$ cat src/rtl/reg_arbiter_if.sv
// Shared register-bus bundle: two masters, one slave-side bus, plus arbiter status.
// The arbiter connects through 'slave' (it serves the masters); the environment uses 'master'.
interface reg_arbiter_if;
    logic [13:0] m0_reg_addr;
    logic        m0_reg_rd;
    logic        m0_reg_wr;
    logic [31:0] m0_reg_writedata;
    logic        m0_reg_ready;
    logic [31:0] m0_reg_readdata;

    logic [13:0] m1_reg_addr;
    logic        m1_reg_rd;
    logic        m1_reg_wr;
    logic [31:0] m1_reg_writedata;
    logic        m1_reg_ready;
    logic [31:0] m1_reg_readdata;

    logic [13:0] reg_addr;
    logic        reg_rd;
    logic        reg_wr;
    logic [31:0] reg_writedata;
    logic        reg_ready;
    logic [31:0] reg_readdata;

    logic [1:0]  grant;
    logic [15:0] timeout_cnt;

    modport slave (
        input  m0_reg_addr, m0_reg_rd, m0_reg_wr, m0_reg_writedata,
        input  m1_reg_addr, m1_reg_rd, m1_reg_wr, m1_reg_writedata,
        output m0_reg_ready, m0_reg_readdata, m1_reg_ready, m1_reg_readdata,
        output reg_addr, reg_rd, reg_wr, reg_writedata,
        input  reg_ready, reg_readdata,
        output grant, timeout_cnt
    );

    modport master (
        output m0_reg_addr, m0_reg_rd, m0_reg_wr, m0_reg_writedata,
        output m1_reg_addr, m1_reg_rd, m1_reg_wr, m1_reg_writedata,
        input  m0_reg_ready, m0_reg_readdata, m1_reg_ready, m1_reg_readdata,
        input  reg_addr, reg_rd, reg_wr, reg_writedata,
        output reg_ready, reg_readdata,
        input  grant, timeout_cnt
    );
endinterface

$ cat src/rtl/reg_arbiter.sv
// Round-robin two-master register-bus arbiter with a mandatory IDLE cycle between grants
// and a per-access timeout that completes a stuck access with BAD_WORD.
module reg_arbiter #(
    parameter int unsigned TIMEOUT  = 255,
    parameter logic [31:0] BAD_WORD = 32'h0BAD0BAD
) (
    input  logic         clk,
    input  logic         rst_n,
    reg_arbiter_if.slave bus
);
    typedef enum logic [1:0] {IDLE = 2'd0, OWN0 = 2'd1, OWN1 = 2'd2} state_t;

    localparam logic [9:0] TIMEOUT_W = 10'(TIMEOUT);

    state_t      state_q, state_d;
    logic        last_q, last_d;
    logic [9:0]  wait_q, wait_d;
    logic [15:0] tcnt_q, tcnt_d;

    logic        req0, req1, own1;
    logic        o_req, o_rd, o_wr;
    logic [13:0] o_addr;
    logic [31:0] o_wdata;
    logic        rdy;
    logic [31:0] rdata;
    logic [13:0] bus_addr;
    logic [31:0] bus_wdata;
    logic        bus_rd, bus_wr;

    assign req0 = bus.m0_reg_rd | bus.m0_reg_wr;
    assign req1 = bus.m1_reg_rd | bus.m1_reg_wr;
    assign own1 = (state_q == OWN1);

    assign o_req   = own1 ? req1                 : req0;
    assign o_rd    = own1 ? bus.m1_reg_rd        : bus.m0_reg_rd;
    assign o_wr    = own1 ? bus.m1_reg_wr        : bus.m0_reg_wr;
    assign o_addr  = own1 ? bus.m1_reg_addr      : bus.m0_reg_addr;
    assign o_wdata = own1 ? bus.m1_reg_writedata : bus.m0_reg_writedata;

    always_ff @(posedge clk or negedge rst_n) begin
        if (!rst_n) begin
            state_q <= IDLE;
            last_q  <= 1'b1;
            wait_q  <= '0;
            tcnt_q  <= '0;
        end else begin
            state_q <= state_d;
            last_q  <= last_d;
            wait_q  <= wait_d;
            tcnt_q  <= tcnt_d;
        end
    end

    always_comb begin
        state_d   = state_q;
        last_d    = last_q;
        wait_d    = wait_q;
        tcnt_d    = tcnt_q;
        rdy       = 1'b0;
        rdata     = '0;
        bus_addr  = '0;
        bus_wdata = '0;
        bus_rd    = 1'b0;
        bus_wr    = 1'b0;
        case (state_q)
            IDLE: begin
                wait_d = '0;
                // last_q == 1 means m1 was served last, so m0 wins a tie
                if (req0 && (!req1 || last_q)) state_d = OWN0;
                else if (req1)                  state_d = OWN1;
            end
            OWN0, OWN1: begin
                bus_addr  = o_addr;
                bus_wdata = o_wdata;
                bus_wr    = o_wr;
                bus_rd    = o_rd & ~o_wr;
                if (!o_req) begin
                    state_d = IDLE;
                end else if (bus.reg_ready) begin
                    rdy     = 1'b1;
                    rdata   = bus.reg_readdata;
                    state_d = IDLE;
                    last_d  = own1;
                end else if (wait_q == TIMEOUT_W) begin
                    rdy     = 1'b1;
                    rdata   = BAD_WORD;
                    bus_rd  = 1'b0;
                    bus_wr  = 1'b0;
                    tcnt_d  = (tcnt_q == 16'hFFFF) ? tcnt_q : tcnt_q + 16'd1;
                    state_d = IDLE;
                    last_d  = own1;
                end else begin
                    wait_d = wait_q + 10'd1;
                end
            end
            default: state_d = IDLE;
        endcase
    end

    assign bus.reg_addr        = bus_addr;
    assign bus.reg_writedata   = bus_wdata;
    assign bus.reg_rd          = bus_rd;
    assign bus.reg_wr          = bus_wr;
    assign bus.m0_reg_ready    = rdy & ~own1;
    assign bus.m1_reg_ready    = rdy &  own1;
    assign bus.m0_reg_readdata = own1 ? 32'h0 : rdata;
    assign bus.m1_reg_readdata = own1 ? rdata : 32'h0;
    assign bus.grant           = {state_q == OWN1, state_q == OWN0};
    assign bus.timeout_cnt     = tcnt_q;
endmodule

$ cat src/flat_wrapper.sv
// flat-port wrapper written by rule: the top's interface ports become plain ports
module reg_arbiter_flat 
#(
    parameter int unsigned TIMEOUT  = 255,
    parameter logic [31:0] BAD_WORD = 32'h0BAD0BAD
)
  (clk, rst_n, bus_m0_reg_addr, bus_m0_reg_rd, bus_m0_reg_wr, bus_m0_reg_writedata, bus_m1_reg_addr, bus_m1_reg_rd, bus_m1_reg_wr, bus_m1_reg_writedata, bus_m0_reg_ready, bus_m0_reg_readdata, bus_m1_reg_ready, bus_m1_reg_readdata, bus_reg_addr, bus_reg_rd, bus_reg_wr, bus_reg_writedata, bus_reg_ready, bus_reg_readdata, bus_grant, bus_timeout_cnt);
  reg_arbiter_if bus_i ();
  input  logic clk;
  input  logic rst_n;
  input wire logic [$bits(bus_i.m0_reg_addr)-1:0] bus_m0_reg_addr;
  input wire logic [$bits(bus_i.m0_reg_rd)-1:0] bus_m0_reg_rd;
  input wire logic [$bits(bus_i.m0_reg_wr)-1:0] bus_m0_reg_wr;
  input wire logic [$bits(bus_i.m0_reg_writedata)-1:0] bus_m0_reg_writedata;
  input wire logic [$bits(bus_i.m1_reg_addr)-1:0] bus_m1_reg_addr;
  input wire logic [$bits(bus_i.m1_reg_rd)-1:0] bus_m1_reg_rd;
  input wire logic [$bits(bus_i.m1_reg_wr)-1:0] bus_m1_reg_wr;
  input wire logic [$bits(bus_i.m1_reg_writedata)-1:0] bus_m1_reg_writedata;
  output wire logic [$bits(bus_i.m0_reg_ready)-1:0] bus_m0_reg_ready;
  output wire logic [$bits(bus_i.m0_reg_readdata)-1:0] bus_m0_reg_readdata;
  output wire logic [$bits(bus_i.m1_reg_ready)-1:0] bus_m1_reg_ready;
  output wire logic [$bits(bus_i.m1_reg_readdata)-1:0] bus_m1_reg_readdata;
  output wire logic [$bits(bus_i.reg_addr)-1:0] bus_reg_addr;
  output wire logic [$bits(bus_i.reg_rd)-1:0] bus_reg_rd;
  output wire logic [$bits(bus_i.reg_wr)-1:0] bus_reg_wr;
  output wire logic [$bits(bus_i.reg_writedata)-1:0] bus_reg_writedata;
  input wire logic [$bits(bus_i.reg_ready)-1:0] bus_reg_ready;
  input wire logic [$bits(bus_i.reg_readdata)-1:0] bus_reg_readdata;
  output wire logic [$bits(bus_i.grant)-1:0] bus_grant;
  output wire logic [$bits(bus_i.timeout_cnt)-1:0] bus_timeout_cnt;
  assign bus_i.m0_reg_addr = bus_m0_reg_addr;
  assign bus_i.m0_reg_rd = bus_m0_reg_rd;
  assign bus_i.m0_reg_wr = bus_m0_reg_wr;
  assign bus_i.m0_reg_writedata = bus_m0_reg_writedata;
  assign bus_i.m1_reg_addr = bus_m1_reg_addr;
  assign bus_i.m1_reg_rd = bus_m1_reg_rd;
  assign bus_i.m1_reg_wr = bus_m1_reg_wr;
  assign bus_i.m1_reg_writedata = bus_m1_reg_writedata;
  assign bus_m0_reg_ready = bus_i.m0_reg_ready;
  assign bus_m0_reg_readdata = bus_i.m0_reg_readdata;
  assign bus_m1_reg_ready = bus_i.m1_reg_ready;
  assign bus_m1_reg_readdata = bus_i.m1_reg_readdata;
  assign bus_reg_addr = bus_i.reg_addr;
  assign bus_reg_rd = bus_i.reg_rd;
  assign bus_reg_wr = bus_i.reg_wr;
  assign bus_reg_writedata = bus_i.reg_writedata;
  assign bus_i.reg_ready = bus_reg_ready;
  assign bus_i.reg_readdata = bus_reg_readdata;
  assign bus_grant = bus_i.grant;
  assign bus_timeout_cnt = bus_i.timeout_cnt;
  reg_arbiter #(.TIMEOUT(TIMEOUT), .BAD_WORD(BAD_WORD)) u_core (.clk(clk), .rst_n(rst_n), .bus(bus_i));
endmodule
$ cat config.mk
export PLATFORM = sky130hd
export DESIGN_NAME = reg_arbiter_flat
export DESIGN_NICKNAME = d
export VERILOG_FILES = /design/src/rtl/reg_arbiter_if.sv /design/src/rtl/reg_arbiter.sv /design/src/flat_wrapper.sv
export SDC_FILE = /design/constraint.sdc
export NUM_CORES = 1
export LEC_CHECK = 0
export ABC_CLOCK_PERIOD_IN_PS = 6400
export BUFFER_PORTS_ARGS = -buffer_cell sky130_fd_sc_hd__buf_2
export CORE_AREA = 2 2 101 103
export DETAILED_ROUTE_END_ITERATION = 8
export DIE_AREA = 0 0 103 105
export GPL_TIMING_DRIVEN = 0
export PLACE_DENSITY = 0.67
export SLEW_MARGIN = 25
export SYNTH_ARGS = -nofsm -noshare
export SYNTH_HDL_FRONTEND = slang
export SYNTH_SLANG_ARGS = --single-unit
$ cat constraint.sdc
create_clock -name clk -period 6.4 [get_ports clk]
set_input_delay 0.64 -clock clk [delete_from_list [all_inputs] [get_ports clk]]
set_output_delay 0.64 -clock clk [all_outputs]
set_load 0.02 [all_outputs]
==> impl_metrics.sql <==
INSERT INTO impl_metrics (metric_group, metric, value, unit) VALUES
('critical_path', 'critical-path-max-stage-delay', '0.72', 'ns'),
('timing', 'fin_crit_sh', '58.4', '%'),
('critical_path', 'worst-setup-path-type', 'flop to output pin', ''),
('place', 'detailed_place.area', '4360', 'µm²'),
('floorplanning', 'ioPinCount', '263', ''),
('critical_path', 'timing.critical_path.cells', 'inv_1 -> ha_1 -> clkbuf_1 -> nor3b_1 -> o21ai_1 -> clkbuf_1 -> nor2_1 -> buf_2', ''),
('timing', 'final.min_clock_period', '3.74', 'ns'),
('timing', 'final.setup.worst_slack', '2.66', 'ns'),
('yosys', 'synth_area_leaders', 'dfrtp_1, mux2i_1, nor2b_1', ''),
('floorplanning', 'die_area', '10800', 'µm²'),
('cts', 'worst_setup_hold_path_clk_slew', '0.07', 'ns'),
('place', 'dpl.hpwl', '9.64', 'mm'),
('routing', 'dr.pass1.iters', '4', ''),
('timing', 'sum_neg_setup_slack', '0', 'ns'),
('run_status', 'run_status', 'finished clean', ''),
('final_layout', 'finish.instance_area', '4450', 'µm²'),
('place', 'placement.setup.worst_slack', '2.98', 'ns'),
('final_layout', 'layoutNonFillerInstCount', '762', ''),
('critical_path', 'cp_data_required_time', '5.76', 'ns'),
('critical_path', 'critical_path.startpoint_type', 'flop', ''),
('timing', 'finClkSkew', '0.00993', 'ns'),
('critical_path', 'cp.arrival', '3.10', 'ns'),
('critical_path', 'slowest_stage', 'nor3b_1', ''),
('yosys', 'yosysUniqueCellTypes', '41', ''),
('hold_path', 'timing.hold.worst.class', 'input port to asynchronous set/reset pin', ''),
('timing', 'final-max-slew-violation-count', '0', ''),
('routing', 'via_count', '3551', ''),
('yosys', 'synth_top_cell_area_share', '24.3', '%'),
('floorplanning', 'initial_utilization', '29.9', '%'),
('yosys', 'edff_count_synth', '0', ''),
('place', 'io_buffer_count', '262', ''),
('critical_path', 'critical_path.n_buffers_inverters', '4', ''),
('cts', 'cts_root_buf', 'clkbuf_8', ''),
('yosys', 'ys_dominant_reg_cell', 'dfrtp_1', ''),
('yosys', 'postSynthNetCount', '495', ''),
('routing', 'initialDrtViolationCount', '189', ''),
('yosys', 'area_of_the_mapped_netlist', '2880', 'µm²'),
('power', 'p_leak', '2.55', 'nW'),
('critical_path', 'highest_net_fanout_along_the_worst_path', '10', ''),
('routing', 'vias_per_cell', '4.66', ''),
('cts', 'numClockSinks', '29', ''),
('place', 'dpl.cell_count', '754', ''),
('yosys', 'synthArstFlopShare', '100', '%'),
('power', 'pwr_density_cell', '391', 'nW/µm²'),
('global_routing', 'grt_antenna_before_repair', '0', ''),
('routing', 'detail_route.wirelength', '11.3', 'mm'),
('timing', 'maxSlewHeadroom', '38.5', '%'),
('routing', 'route.detailed.drc', '0', ''),
('critical_path', 'setup.worst_path.end_class', 'output pin', ''),
('yosys', 'yosys_warnings', '0', ''),
('timing', 'worst_hold_slack', '0.388', 'ns'),
('place', 'routabilityCongestion', '1.00', ''),
('cts', 'cts_buffers', '5', ''),
('timing', 'rsz0062_at_grt', 'false', ''),
('routing', 'antenna_left', '0', ''),
('floorplanning', 'placement_rows', '36', ''),
('critical_path', 'crit_path_most_repeated_cell', 'clkbuf_1', ''),
('final_layout', 'layout.nets', '764', ''),
('cts', 'cts_post_setup_buffers_inserted', '0', ''),
('job', 'cap_violations', '0', ''),
('global_routing', 'first_global_vias', '3448', ''),
('floorplanning', 'design.core.area', '9640', 'µm²'),
('timing', 'hold_viol_final', '0', ''),
('yosys', 'post_synth_inst_count', '359', ''),
('final_layout', 'mostFrequentLayoutCell', 'buf_2', ''),
('timing', 'timing.fmax', '267', 'MHz'),
('floorplanning', 'die-height', '105', 'µm'),
('global_routing', 'grt.overflow.total', '0', ''),
('yosys', 'synth.ff_latch_count', '29', ''),
('yosys', 'syn_area_per_cell', '8.03', 'µm²'),
('cts', 'cts.hold.buffers_added', '0', '');
==> worst register-to-register path, cell delays in order (launching register included) <==
cell	delay (ns)
dfrtp_1	0.39
inv_1	0.09
ha_1	0.16
clkbuf_1	0.38
nor3_1	0.12
or3_1	0.33
clkbuf_1	0.21
nor4b_4	0.44
buf_6	0.21
nand4_1	0.13
xnor2_1	0.16
==> per-layer routing <==
metal  global-route usage (%)  vias to the layer above  routed length, µm
met1                     22.6                     1616               4280
met2                     37.2                      168               6200
met4                     3.10                        0                 76
met3                     3.14                        7                744
li1                         -                     1760                  -
met5                        0                        -                  0
==> cells by family after synthesis <==
kind of cell,after synthesis,synth area share [%]
simple gates,196,38.6
mux,50,17.4
buf+inv,38,5.38
flops,29,25.2
compound gates,21,5.16
xor+xnor,20,6.07
fa+ha+maj,5,2.17
==> final timing paths <==
kind,from,endpoint,slack [ns],cells after the start
worst max-delay path,u_core.state_q[0]$_DFFE_PN0P_,bus_m0_reg_readdata[18],2.66,8
worst min-delay path,rst_n,u_core.bus.timeout_cnt[1]$_DFFE_PN0P_,0.39,1
worst max register to register,u_core.state_q[0]$_DFFE_PN0P_,u_core.bus.timeout_cnt[15]$_DFFE_PN0P_,3.66,10
worst min register to register,u_core.bus.timeout_cnt[0]$_DFFE_PN0P_,u_core.bus.timeout_cnt[0]$_DFFE_PN0P_,0.52,1
max in group asynchronous,rst_n,u_core.wait_q[2]$_DFFE_PN0P_,5.57,1
min in group clk,u_core.bus.timeout_cnt[0]$_DFFE_PN0P_,u_core.bus.timeout_cnt[0]$_DFFE_PN0P_,0.52,1
==> flip-flops by register name (all words and copies together) (netlist names) <==
| signal | count |
|---|---|
| u_core.bus.timeout_cnt | 16 |
| u_core.last_q | 1 |
| u_core.state_q | 2 |
| u_core.wait_q | 10 |
==> where the power goes <==
| part | leakage (nW) | switching, mW | internal, mW |
|---|---|---|---|
| logic | 2.11 | 0.872 | 0.504 |
| clock network | 0.0455 | 0.0672 | 0.0875 |
| registers | 0.398 | 0.0106 | 0.200 |
| total | 2.55 | 0.950 | 0.792 |
==> layout make-up <==
class                           instances  area, µm²
Buffer                                 26        110
Fill cell                            1015       5190
Timing Repair Buffer                  262       1310
Clock buffer                            8       90.1
Sequential cell                        29        727
Inverter                               12       45.0
Tap cell                              133        166
Multi-Input combinational cell        292       2000
==> per-stage QoR <==
step	utilization (%)	power [mW]
final	46.2	1.74
after global routing	46.2	1.87
after CTS	46.2	1.76
after detailed placement	45.2	1.60
after global placement	45.2	1.59
after floorplan	-	1.14
==> Yosys cell counts (6+ instances only) <==
cell type / instances
dfrtp_1: 28
xor2_1: 6
nand4_1: 11
and2_1: 17
xnor2_1: 14
nor2b_1: 63
nand2_1: 10
mux2i_1: 48
nor2_1: 43
o21ai_0: 6
clkbuf_1: 21
inv_1: 12
nand3_1: 12
and3_1: 17
(Power assumes the default switching activity.)
